### src/rtl/seg_p2s_pkg.sv
// Shared definitions for the segment-pattern serialiser: state encoding and
// default geometry of the display shift-register chain.
package seg_p2s_pkg;

  localparam int DATA_W_DEF      = 64;
  localparam int HALF_PERIOD_DEF = 2;

  typedef enum logic [2:0] {
    ST_IDLE     = 3'd0,
    ST_SHIFT_LO = 3'd1,
    ST_SHIFT_HI = 3'd2,
    ST_LATCH    = 3'd3,
    ST_DONE     = 3'd4
  } state_t;

endpackage

### src/rtl/seg_p2s_tick.sv
// Half-period divider: o_tick marks the last clk cycle of a serial-clock phase.
// Cleared whenever the FSM changes state so every phase starts from zero.
module seg_p2s_tick #(
  parameter int HALF_PERIOD = 2
) (
  input  logic clk,
  input  logic rst_n,
  input  logic i_clear,
  input  logic i_run,
  output logic o_tick
);

  localparam int CW = $clog2(HALF_PERIOD) + 1;
  localparam logic [CW-1:0] LAST = CW'(HALF_PERIOD - 1);

  logic [CW-1:0] r_div_cnt;
  logic          w_tick;

  assign w_tick = i_run && (r_div_cnt == LAST);
  assign o_tick = w_tick;

  always_ff @(posedge clk or negedge rst_n) begin
    if (!rst_n) begin
      r_div_cnt <= '0;
    end else if (i_clear || w_tick) begin
      r_div_cnt <= '0;
    end else if (i_run) begin
      r_div_cnt <= r_div_cnt + 1'b1;
    end
  end

endmodule

### src/rtl/seg_p2s_shifter.sv
// Serialises a parallel segment pattern MSB-first into a 74HC595-style chain,
// then strobes the storage latch so every digit updates together.
module seg_p2s_shifter
  import seg_p2s_pkg::*;
#(
  parameter int DATA_W      = DATA_W_DEF,
  parameter int HALF_PERIOD = HALF_PERIOD_DEF
) (
  input  logic              clk,
  input  logic              rst_n,
  input  logic              start,
  input  logic [DATA_W-1:0] par_data,
  output logic              busy,
  output logic              done,
  output logic              sclk,
  output logic              sdata,
  output logic              sload,
  output logic              sclr_n
);

  localparam int BW = $clog2(DATA_W);
  localparam logic [BW-1:0] BIT_LAST = BW'(DATA_W - 1);

  state_t            r_state;
  state_t            w_state_next;
  logic [DATA_W-1:0] r_shreg;
  logic [DATA_W-1:0] w_shreg_next;
  logic [BW-1:0]     r_bit_cnt;
  logic [BW-1:0]     w_bit_cnt_next;
  logic              w_tick;
  logic              w_run;
  logic              w_clear;

  logic r_busy, r_done, r_sclk, r_sdata, r_sload, r_sclr_n;
  logic w_busy_next, w_done_next, w_sclk_next, w_sdata_next, w_sload_next;

  assign w_run   = (r_state == ST_SHIFT_LO) || (r_state == ST_SHIFT_HI) ||
                   (r_state == ST_LATCH);
  assign w_clear = (w_state_next != r_state);

  seg_p2s_tick #(.HALF_PERIOD(HALF_PERIOD)) u_tick (
    .clk     (clk),
    .rst_n   (rst_n),
    .i_clear (w_clear),
    .i_run   (w_run),
    .o_tick  (w_tick)
  );

  always_ff @(posedge clk or negedge rst_n) begin
    if (!rst_n) begin
      r_state <= ST_IDLE;
    end else begin
      r_state <= w_state_next;
    end
  end

  always_comb begin
    w_state_next = r_state;
    case (r_state)
      ST_IDLE:     if (start)  w_state_next = ST_SHIFT_LO;
      ST_SHIFT_LO: if (w_tick) w_state_next = ST_SHIFT_HI;
      ST_SHIFT_HI: if (w_tick) w_state_next = (r_bit_cnt == '0) ? ST_LATCH : ST_SHIFT_LO;
      ST_LATCH:    if (w_tick) w_state_next = ST_DONE;
      ST_DONE:     w_state_next = ST_IDLE;
      default:     w_state_next = ST_IDLE;
    endcase
  end

  // The shift/count only advance on a data-carrying HI exit; the last bit falls into LATCH.
  always_comb begin
    w_shreg_next   = r_shreg;
    w_bit_cnt_next = r_bit_cnt;
    if (r_state == ST_IDLE && start) begin
      w_shreg_next   = par_data;
      w_bit_cnt_next = BIT_LAST;
    end else if (r_state == ST_SHIFT_HI && w_tick && r_bit_cnt != '0) begin
      w_shreg_next   = {r_shreg[DATA_W-2:0], 1'b0};
      w_bit_cnt_next = r_bit_cnt - 1'b1;
    end
  end

  // Outputs are decoded from the upcoming state so they register in step with it.
  always_comb begin
    w_busy_next  = (w_state_next != ST_IDLE);
    w_done_next  = (w_state_next == ST_DONE);
    w_sclk_next  = (w_state_next == ST_SHIFT_HI);
    w_sload_next = (w_state_next == ST_LATCH);
    w_sdata_next = r_sdata;
    if (w_state_next == ST_SHIFT_LO) begin
      w_sdata_next = w_shreg_next[DATA_W-1];
    end
  end

  always_ff @(posedge clk or negedge rst_n) begin
    if (!rst_n) begin
      r_shreg   <= '0;
      r_bit_cnt <= '0;
      r_busy    <= 1'b0;
      r_done    <= 1'b0;
      r_sclk    <= 1'b0;
      r_sdata   <= 1'b0;
      r_sload   <= 1'b0;
      r_sclr_n  <= 1'b0;
    end else begin
      r_shreg   <= w_shreg_next;
      r_bit_cnt <= w_bit_cnt_next;
      r_busy    <= w_busy_next;
      r_done    <= w_done_next;
      r_sclk    <= w_sclk_next;
      r_sdata   <= w_sdata_next;
      r_sload   <= w_sload_next;
      r_sclr_n  <= 1'b1;
    end
  end

  assign busy   = r_busy;
  assign done   = r_done;
  assign sclk   = r_sclk;
  assign sdata  = r_sdata;
  assign sload  = r_sload;
  assign sclr_n = r_sclr_n;

endmodule

### config.mk
export PLATFORM = sky130hd
export DESIGN_NAME = seg_p2s_shifter
export DESIGN_NICKNAME = d
export VERILOG_FILES = /design/src/rtl/seg_p2s_pkg.sv /design/src/rtl/seg_p2s_tick.sv /design/src/rtl/seg_p2s_shifter.sv
export SDC_FILE = /design/constraint.sdc
export NUM_CORES = 1
export LEC_CHECK = 0
export CAP_MARGIN = 30
export CORE_UTILIZATION = 47
export DETAILED_ROUTE_END_ITERATION = 16
export GPL_TIMING_DRIVEN = 0
export PLACE_DENSITY_LB_ADDON = 0.12
export SLEW_MARGIN = 30
export SYNTH_ARGS = -nofsm -noshare
export SYNTH_HDL_FRONTEND = slang
export SYNTH_SLANG_ARGS = --single-unit
### constraint.sdc
create_clock -name clk -period 2 [get_ports clk]
set_input_delay 0.5 -clock clk [delete_from_list [all_inputs] [get_ports clk]]
set_output_delay 0.5 -clock clk [all_outputs]
set_load 0.1 [all_outputs]
==> flow_metrics.tcl <==
set metrics [dict create \
    outcome "finished, final reports clean" \
    maxCapViolations 0 \
    r2r_start "r_bit_cnt[1]" \
    design.core.area_mm2 0.00773 \
    fin_crit_sh_pct 96.4 \
    synthAdderAreaFrac_pct 0.997 \
    synth-seq-cells 81 \
    grt_pass1_vias 3097 \
    hpwl_um 5730 \
    root_buffer "clkbuf_8" \
    vias_per_cell 5.21 \
    drive_gt1_share_pct 11.8 \
    clock-skew-final_ns 0.00652 \
    drv_slew 0 \
    synth_top_family_by_area "simple AND/OR/NAND/NOR gates" \
    dp_cells 606 \
    crit_buf_inv 4 \
    clk_latency_ns 0.34 \
    synth_commonest_cells "nand2_1 (131), dfrtp_1 (81), nor2_1 (75)" \
    multi_input_area_mm2 0.00155 \
    post-route-drc-count 0 \
    place_ws_ns -0.441 \
    fp.dieH_um 91.5 \
    cp.depth 9 \
    yosysWarnings 0 \
    final_cell_area_mm2 0.00498 \
    place.port_buffers 72 \
    yosysSeqAreaShare_pct 53.8 \
    nFillCells 656 \
    antenna_cells 0 \
    cts_tree "built" \
    slew_headroom_pct 63.4 \
    whs_endpoint "r_bit_cnt[5]" \
    post-synth-top-count-cell "nand2_1" \
    die_w_um 91.5 \
    path_delay_family "buffers and inverters" \
    worst_path_most_repeated_cell "buf_8" \
    grt_usage_pct 21.3 \
    cp_max_fo 10 \
    max-clock-path-buffers 2 \
    synth.area.top_cells "dfrtp_1 (54%), nand2_1 (13%), a31oi_1 (11%), nor2_1 (7.5%), buf_6 (3.3%)" \
    setup_viol 0 \
    gp_congestion 0.777 \
    layout.nets 592 \
    grt-ovfl-total 0 \
    synth-main-ff-cell "dfrtp_1" \
    dieArea_mm2 0.00837 \
    dr.pass1.iters 7 \
    grt_max_degree 65 \
    cts_sinks 81 \
    yosys-mux-area-fraction_pct 0.266 \
    fmax_ghz 0.519 \
    hold_path_class "register to register" \
    num_vias 3269 \
    io_pins 73 \
    synthXorXnorAreaFrac_pct 0.698 \
    row_count 32 \
    clkSlewWorstSetupHoldPaths_ns 0.07 \
    wirelength_um 8530 \
    worstPathArrival_ns 2.12 \
    wl_per_cell_um 13.6 \
    syn_nets 501 \
    grt_pass1_wl_um 14100 \
    cpMaxStageDelayCell "dfrtp_1" \
    min_from "r_bit_cnt[5]" \
    period_needed_ns 1.93 \
    p_total_mw 2.95 \
    required_ns 2.19 \
    seqCellArea_mm2 0.00203 \
    antenna_found_initial 0 \
    syn_area_mm2 0.00376 \
    start_util_pct 48.7 \
    place_area_mm2 0.00464 \
    worstSetupStartpointType "register" \
    ant_nets 0 \
    async_flop_share_pct 100 \
    synth_cells 431 \
    cts_made_buffers 9 \
    cts-htree-levels 3 \
    rr_endpoint "r_shreg[28]" \
    initialDrtViolationCount 166 \
    tightest_slew_ns 0.552 \
    rrSetupSlack_ns 0.07 \
    ir_worst_vdd_v 0.000460 \
    powerDensity_mw_per_mm2 593 \
    area_growth_pct 32.2 \
    crit_type "register to register" \
    synth_top_cell_by_area "dfrtp_1" \
    yosys.cell_types.count 37 \
    hold-path-cell-count 2 \
    fin_hold_ws_ns 0.525 \
    synth_top_area_share_pct 53.8 \
    fin_ws_ns 0.0727 \
    p_leak_nw 2.21 \
    cp_slowest_stage_delay_ns 0.41 \
    rr_worst_depth 9 \
    yosys.area_share.simple_pct 24.2 \
    end_kind "register" \
    finalHoldViolations 0 \
    path_cells "inv_2, ha_4, or3b_4, buf_6, o21a_4, buf_8, buf_8, nand2_1, a31oi_1" \
    synth-edff-count 0 \
    synth-compound-area-share_pct 13.6 \
    avgSynthCellArea_um2 8.74 \
    stdcell_count 627 \
]
## cell usage in the layout, fill, tap and decap left out, types with 3 or more instances in the layout
cell | Yosys | final
nor2_1 | 75 | 74
nor3_1 | 7 | 6
clkbuf_8 | 0 | 10
nand2_1 | 131 | 131
clkbuf_1 | 11 | 10
buf_4 | 1 | 3
buf_2 | 8 | 8
buf_6 | 11 | 10
clkdlybuf4s50_1 | 0 | 65
inv_1 | 7 | 5
dfrtp_1 | 81 | 81
a31oi_1 | 64 | 63
buf_8 | 0 | 4
clkbuf_2 | 0 | 6
o211ai_1 | 3 | 3
## logic make-up (layout without fill, tap and decap cells)
group,after synthesis,after routing
simple gates,225,225
flops,81,81
compound gates,79,79
buf+inv,38,132
fa+ha+maj,3,3
xor+xnor,3,3
other cells,1,1
mux,1,1
## power breakdown
group	internal (mW)	switching, mW
clock	0.596	0.533
sequential	1.64	0.000773
combinational	0.121	0.0643
## metal layers
metal  vias to the layer above  global-route usage, %  routed length (um)
li1                       1629                      -                   -
met1                      1569                   28.2                3870
met2                        69                   34.8                4220
met3                         2                   5.95                 392
met4                         0                   4.76                  40
met5                         -                      0                   0
## through the flow
stage	utilization, %	TNS (ns)
6_report	64.4	0
5_1_grt	64.4	-0.00802
4_1_cts	62.8	0
3_5_place_dp	60.1	-25.51
3_3_place_gp	59.7	-221.97
2_1_floorplan	-	0
## state kept, by name, summed over array words and instances, names as in the netlist
| name | count |
|---|---|
| sclr_n | 1 |
| r_state | 3 |
| u_tick.r_div_cnt | 2 |
| sdata | 1 |
| r_shreg | 64 |
| r_bit_cnt | 6 |
| done | 1 |
| busy | 1 |
| sload | 1 |
| sclk | 1 |
## worst reg2reg max path: cells and delay by family (launching register included)
family                     cells  cell delay (ns)
buffers and inverters          4             0.52
and+or+nand+nor                2             0.44
DFF                            1             0.41
AOI/OAI and AO/OA              2             0.30
adders and majority gates      1             0.12
## area by class of cell
class	count	area share, %
flip-flops and latches	81	40.7
multi-input cells	312	31.2
repair buffers	80	16.5
plain buffers	31	4.83
clock buffers	11	2.84
well taps	102	2.56
clock inverters	3	0.855
inverters	7	0.528
## timing repair
action                     in CTS  in global routing
resized for setup              16                 25
pin swaps                       0                  6
setup endpoints to repair      56                 69
setup buffers                   1                  2
hold endpoints to repair       17                  0
gates cloned                    0                  3
hold buffers                    1                  0
## how the worst max path moves through the flow
stage	startpoint	endpoint
after global placement	rst_n	sclr_n
after CTS	busy	busy
after detailed placement	start	r_shreg[52]
final	r_bit_cnt[1]	r_shreg[28]
after floorplan	r_bit_cnt[0]	r_shreg[1]
after global routing	r_state[0]	r_shreg[35]
Note: power is estimated with default switching activity, not from simulation.
